--- src/rtl/alu_ctrl_pkg.sv ---
// alu_ctrl_pkg: opcodes, controller state encoding and the carry-valid rule
// shared by the ALU arbiter (and reusable by the ALU itself).
package alu_ctrl_pkg;

  localparam logic [2:0] OP_MOV  = 3'b000;
  localparam logic [2:0] OP_NOT  = 3'b001;
  localparam logic [2:0] OP_ADD  = 3'b010;
  localparam logic [2:0] OP_NOR  = 3'b011;
  localparam logic [2:0] OP_SUB  = 3'b100;
  localparam logic [2:0] OP_NAND = 3'b101;
  localparam logic [2:0] OP_AND  = 3'b110;
  localparam logic [2:0] OP_SLT  = 3'b111;

  typedef enum logic [1:0] {
    ST_IDLE  = 2'd0,
    ST_ISSUE = 2'd1,
    ST_RESP  = 2'd2
  } state_t;

  // Ops whose ALU carry-out is meaningful and returned to the requester.
  function automatic logic carry_valid(input logic [2:0] op);
    return (op == OP_ADD) || (op == OP_SUB) || (op == OP_SLT);
  endfunction

endpackage

--- src/rtl/alu_arbiter_rr_arb2.sv ---
// rr_arb2: combinational two-way round-robin arbiter. `last` is the id of the
// most recent winner; on contention the other requester is granted.
module rr_arb2 (
  input  logic [1:0] req,
  input  logic       last,
  output logic [1:0] grant
);

  // One-hot grant: a lone requester always wins, a tie goes to !last.
  always_comb begin
    grant = 2'b00;
    case (req)
      2'b01:   grant = 2'b01;
      2'b10:   grant = 2'b10;
      2'b11:   grant = last ? 2'b01 : 2'b10;
      default: grant = 2'b00;
    endcase
  end

endmodule

--- src/rtl/alu_arbiter.sv ---
// alu_arbiter: shares one registered ALU between two requesters. Round-robin
// accept in IDLE, hold operands on the ALU for ALU_LAT+1 edges in ISSUE, then
// present the shaped result on the response channel in RESP.
// Optional grant counters are enabled by defining ALU_ARB_PERF_EN.
module alu_arbiter
  import alu_ctrl_pkg::*;
#(
  parameter int N       = 32,
  parameter int ALU_LAT = 1
) (
  input  logic           clk,
  input  logic           rst_n,
  input  logic [1:0]     req_valid,
  output logic [1:0]     req_ready,
  input  logic [5:0]     req_op,
  input  logic [2*N-1:0] req_a,
  input  logic [2*N-1:0] req_b,
  input  logic [1:0]     req_cin,
  output logic [1:0]     rsp_valid,
  input  logic [1:0]     rsp_ready,
  output logic [N-1:0]   rsp_data,
  output logic           rsp_cout,
  output logic [N-1:0]   alu_in1,
  output logic [N-1:0]   alu_in2,
  output logic [2:0]     alu_op,
  output logic           alu_cin,
  input  logic [N-1:0]   alu_out,
  input  logic           alu_cout
`ifdef ALU_ARB_PERF_EN
  ,
  output logic [15:0]    grant_cnt0,
  output logic [15:0]    grant_cnt1
`endif
);

  state_t       state;
  state_t       state_next;
  logic         rr_last;
  logic         gnt_id;
  logic [2:0]   wait_cnt;
  logic [1:0]   grant;
  logic         accept;
  logic         win;
  logic [2:0]   op_sel;
  logic [N-1:0] a_sel;
  logic [N-1:0] b_sel;
  logic         cin_sel;
  logic [N-1:0] shaped_data;
  logic         shaped_cout;

  rr_arb2 u_arb (
    .req   (req_valid),
    .last  (rr_last),
    .grant (grant)
  );

  // Only one grant bit can be set, so bit 1 is the winner id.
  assign win     = grant[1];
  assign accept  = |req_ready;
  assign op_sel  = win ? req_op[5:3]      : req_op[2:0];
  assign a_sel   = win ? req_a[2*N-1:N]   : req_a[N-1:0];
  assign b_sel   = win ? req_b[2*N-1:N]   : req_b[N-1:0];
  assign cin_sel = win ? req_cin[1]       : req_cin[0];

  // slt reports its flag as a 0/1 word; flags of non-arithmetic ops are masked.
  assign shaped_data = (alu_op == OP_SLT) ? {{(N-1){1'b0}}, alu_cout} : alu_out;
  assign shaped_cout = carry_valid(alu_op) & alu_cout;

  // State register.
  always_ff @(posedge clk or negedge rst_n) begin
    if (!rst_n) state <= ST_IDLE;
    else        state <= state_next;
  end

  // Next-state: accept -> hold for the ALU latency -> wait for the taker.
  always_comb begin
    state_next = state;
    case (state)
      ST_IDLE:  if (accept)            state_next = ST_ISSUE;
      ST_ISSUE: if (wait_cnt == 3'd0)  state_next = ST_RESP;
      ST_RESP:  if (rsp_ready[gnt_id]) state_next = ST_IDLE;
      default:                         state_next = ST_IDLE;
    endcase
  end

  // Accept strobe: only in IDLE, and forced low while reset is asserted.
  always_comb begin
    req_ready = 2'b00;
    if (rst_n && (state == ST_IDLE)) req_ready = grant;
  end

  // Operand, counter and response registers.
  always_ff @(posedge clk or negedge rst_n) begin
    if (!rst_n) begin
      rr_last   <= 1'b1;
      gnt_id    <= 1'b0;
      wait_cnt  <= 3'd0;
      alu_in1   <= '0;
      alu_in2   <= '0;
      alu_op    <= 3'd0;
      alu_cin   <= 1'b0;
      rsp_valid <= 2'b00;
      rsp_data  <= '0;
      rsp_cout  <= 1'b0;
    end else begin
      case (state)
        ST_IDLE: begin
          if (accept) begin
            alu_in1  <= a_sel;
            alu_in2  <= b_sel;
            alu_op   <= op_sel;
            alu_cin  <= cin_sel;
            gnt_id   <= win;
            rr_last  <= win;
            wait_cnt <= 3'(ALU_LAT);
          end
        end
        ST_ISSUE: begin
          if (wait_cnt == 3'd0) begin
            rsp_data  <= shaped_data;
            rsp_cout  <= shaped_cout;
            rsp_valid <= gnt_id ? 2'b10 : 2'b01;
          end else begin
            wait_cnt <= wait_cnt - 3'd1;
          end
        end
        ST_RESP: begin
          if (rsp_ready[gnt_id]) rsp_valid <= 2'b00;
        end
        default: ;
      endcase
    end
  end

`ifdef ALU_ARB_PERF_EN
  // Saturating per-requester accept counters.
  always_ff @(posedge clk or negedge rst_n) begin
    if (!rst_n) begin
      grant_cnt0 <= 16'd0;
      grant_cnt1 <= 16'd0;
    end else begin
      if (req_ready[0] && (grant_cnt0 != 16'hFFFF)) grant_cnt0 <= grant_cnt0 + 16'd1;
      if (req_ready[1] && (grant_cnt1 != 16'hFFFF)) grant_cnt1 <= grant_cnt1 + 16'd1;
    end
  end
`else
  // Counters are not built in this configuration.
`endif

endmodule

--- config.mk ---
export PLATFORM = sky130hd
export DESIGN_NAME = alu_arbiter
export DESIGN_NICKNAME = d
export VERILOG_FILES = /design/src/rtl/alu_ctrl_pkg.sv /design/src/rtl/alu_arbiter_rr_arb2.sv /design/src/rtl/alu_arbiter.sv
export SDC_FILE = /design/constraint.sdc
export NUM_CORES = 1
export LEC_CHECK = 0
export CORE_MARGIN = 3
export CORE_UTILIZATION = 41
export CTS_BUF_LIST = sky130_fd_sc_hd__clkbuf_4 sky130_fd_sc_hd__clkbuf_8
export CTS_CLUSTER_SIZE = 8
export DETAILED_ROUTE_END_ITERATION = 8
export GPL_ROUTABILITY_DRIVEN = 0
export PLACE_DENSITY_LB_ADDON = 0.05
export SLEW_MARGIN = 20
export SYNTH_ARGS = -nofsm -noshare
export SYNTH_HDL_FRONTEND = slang
export SYNTH_HIERARCHICAL = 1
export SYNTH_SLANG_ARGS = --single-unit
export TNS_END_PERCENT = 10
--- constraint.sdc ---
create_clock -name clk -period 2.2 [get_ports clk]
set_input_delay 0.22 -clock clk [delete_from_list [all_inputs] [get_ports clk]]
set_output_delay 0.22 -clock clk [all_outputs]
set_load 0.02 [all_outputs]
==> impl_metrics.ini <==
[run_status]
status = finished clean

[pwr]
peakVddDrop_mv = 0.6057
total_leakage_power_nw = 3.438
pwr_density_cell_mw_per_mm2 = 1287
power.total_w = 0.01073

[logic_synthesis]
ys_seq_area_share_pct = 52.93
synth-simple-area-share_pct = 2.357
synth_top_family_by_area = compound AO/OA/AOI/OAI gates
yosys.area_share.xor_xnor_pct = 0.1684
synth_compound_area_share_pct = 21.33
synth_area_leaders = dfrtp_1 52%, mux2i_1 11%, a21oi_2 8.1%, a21oi_1 6.0%, a22o_1 5.2%
synth_nets = 594
yosys-top-cells-count = 109 x dfrtp_1, 62 x a21oi_1, 55 x mux2i_1, 48 x a21oi_2, 31 x a22o_1
synthArstFlopShare_pct = 100.0
synthMuxAreaShare_pct = 18.01
ys_types = 38
synth_top_area_share_pct = 52.43
netlist_area_mm2 = 0.005202
synth_edf_count = 0
synth-main-ff-cell = dfrtp_1
yosys_warnings = 6
ys_ff_latch = 110
synthCells = 417
yosysMostFrequentCell = dfrtp_1
synthAdderAreaFrac_pct = 0.4810
syn_avg_cell_area_um2 = 12.48
synth_top_area_cell = dfrtp_1

[clock_tree]
cts_setup_buffers = 0
clkSinkCount = 110
clock_path_buffers = 2
root_buffer = clkbuf_8
htreeDepth = 3
clk_pin_slew_worst_paths_ps = 90
clk_latency_ps = 370
cts_tree = done
cts_buffers = 9

[min_path]
holdCritPathClass = in2reg
min_from = rst_n

[global_routing]
grt_pass1_vias = 4552
antenna_found_initial = 0
grt_max_degree = 74
overflow = 0
grt_usage_pct = 21.70
grt_pass1_wl_um = 24380

[drt]
routedWlPerCell_um = 17.74
detail-route-antenna-nets = 0
viasPerCell = 5.010
num_vias = 4304
drc = 0
drt_iter0_drc = 212
routed_wl_um = 15240
dr.pass1.iters = 4

[timing]
timing_hold_violations_final = 0
period_needed_ps = 1914
slew_headroom_pct = 39.33
setup-violations-final = 0
drv_slew = 0
period_share_pct = 87.01
finalClockSkew_ps = 11.90
worst_pin_slew_ps = 910.1
clock.fmax_ghz = 0.5224
rsz0062_at_grt = no
finalSetupTns_ps = 0

[floorplanning]
die_x_um = 118.6
dieArea_mm2 = 0.01408
io-pin-count = 280
dieHeight_um = 118.6
core_mm2 = 0.01221
rows = 40
initial_core_util_pct = 42.60

[setup_path]
critPathBufInv = 3
max_stage_delay_ps = 580
cpMostUsedCell = inv_1
r2r-start = rr_last
startpoint = rr_last
worst-setup-path-type = reg2out
r2r_slack_ps = 400
cp_cell_sequence = inv_1, a21boi_1, nand2_1, inv_1, dlygate4sd2_1
cp.arrival_ps = 1690
crit_family = flip-flops
path_max_fanout = 3
worstPathRequired_ps = 1980
start_kind = flip-flop
cp_slowest_cell = dfstp_2
cp-end-kind = output pin

[finish]
area_growth_syn_to_layout_pct = 60.34
nets = 863
diodes = 0
drive_gt1_share_pct = 16.35

[run]
drv_cap = 0

[place]
io_buffer_count = 279
dp_hpwl_um = 11780
## metrics by stage
step	cell area (µm²)	hold slack (ps)	cells	setup slack (ps)	util (%)
after floorplan	5202	-75.59	417	275.9	-
after global placement	8139	301.2	842	244.9	66.65
after detailed placement	8139	304.2	842	204.8	66.65
after CTS	8339	370.8	859	16.81	68.29
after global routing	8342	402.0	859	197.9	68.31
final	8342	397.1	859	285.7	68.31
## layout make-up
cell class              instances  area (µm²)
fillers                      1000        3870
well taps                     168       210.2
multi-input cells             265        2226
flip-flops and latches        110        2754
clock buffers                  12       152.6
repair buffers                294        2944
clock inverters                 4       32.53
inverters                       6       22.52
## routing by layer
layer | track usage [%] | up-vias | wire length, µm
li1 | - | 2047 | -
met1 | 23.92 | 2055 | 5698
met2 | 39.29 | 177 | 8015
met3 | 7.368 | 25 | 1138
met4 | 6.589 | 0 | 389
met5 | 0 | - | 0
## where the power goes
part | switching [W] | leakage [nW] | internal [W]
clock | 0.000666 | 0.0896 | 0.000473
sequential | 0.000610 | 1.29 | 0.00298
combinational | 0.00301 | 2.06 | 0.00299
total | 0.00429 | 3.44 | 0.00644
## flip-flops by register name, summed over array words and instances, names as in the netlist
register   count
alu_in2       32
alu_cin        1
wait_cnt       3
state          2
rr_last        1
rsp_data      32
rsp_cout       1
rsp_valid      2
alu_in1       32
gnt_id         1
alu_op         3
## cell families after synthesis
family / Yosys count
compound gates: 156
fa+ha+maj: 2
buf+inv: 42
xor+xnor: 1
simple gates: 20
mux: 86
flops: 110
## cells in the final DEF, fill, tap and decap left out, drive strengths merged, types with 3 or more instances in the layout
cell type	count
dfrtp	109
clkbuf	12
clkdlybuf4s50	276
a22o	31
o21ai	6
o22ai	3
nand2	5
a21oi	110
inv	6
mux2	31
buf	15
mux2i	55
and2	3
## worst paths after layout
path | end | depth (start not counted)
max reg2reg | alu_in1[21] | 5
min | rr_last | 4
max | req_ready[0] | 5
min in group asynchronous | rsp_data[27] | 3
min reg2reg | alu_in1[23] | 1
max in group asynchronous | alu_in1[20] | 4
## tightest hold or removal path: stages
cell and delay (ps):
buf_4 120, nor3b_4 150, nand2_1 110, a21o_1 130
## what timing repair did
item                       in CTS  in global routing
setup endpoints to repair       2                  1
hold buffers                    1                  0
resized for setup               2                  1
hold endpoints to repair       37                  0
pin swaps                       0                  0
Note: power is estimated with default switching activity, not from simulation.
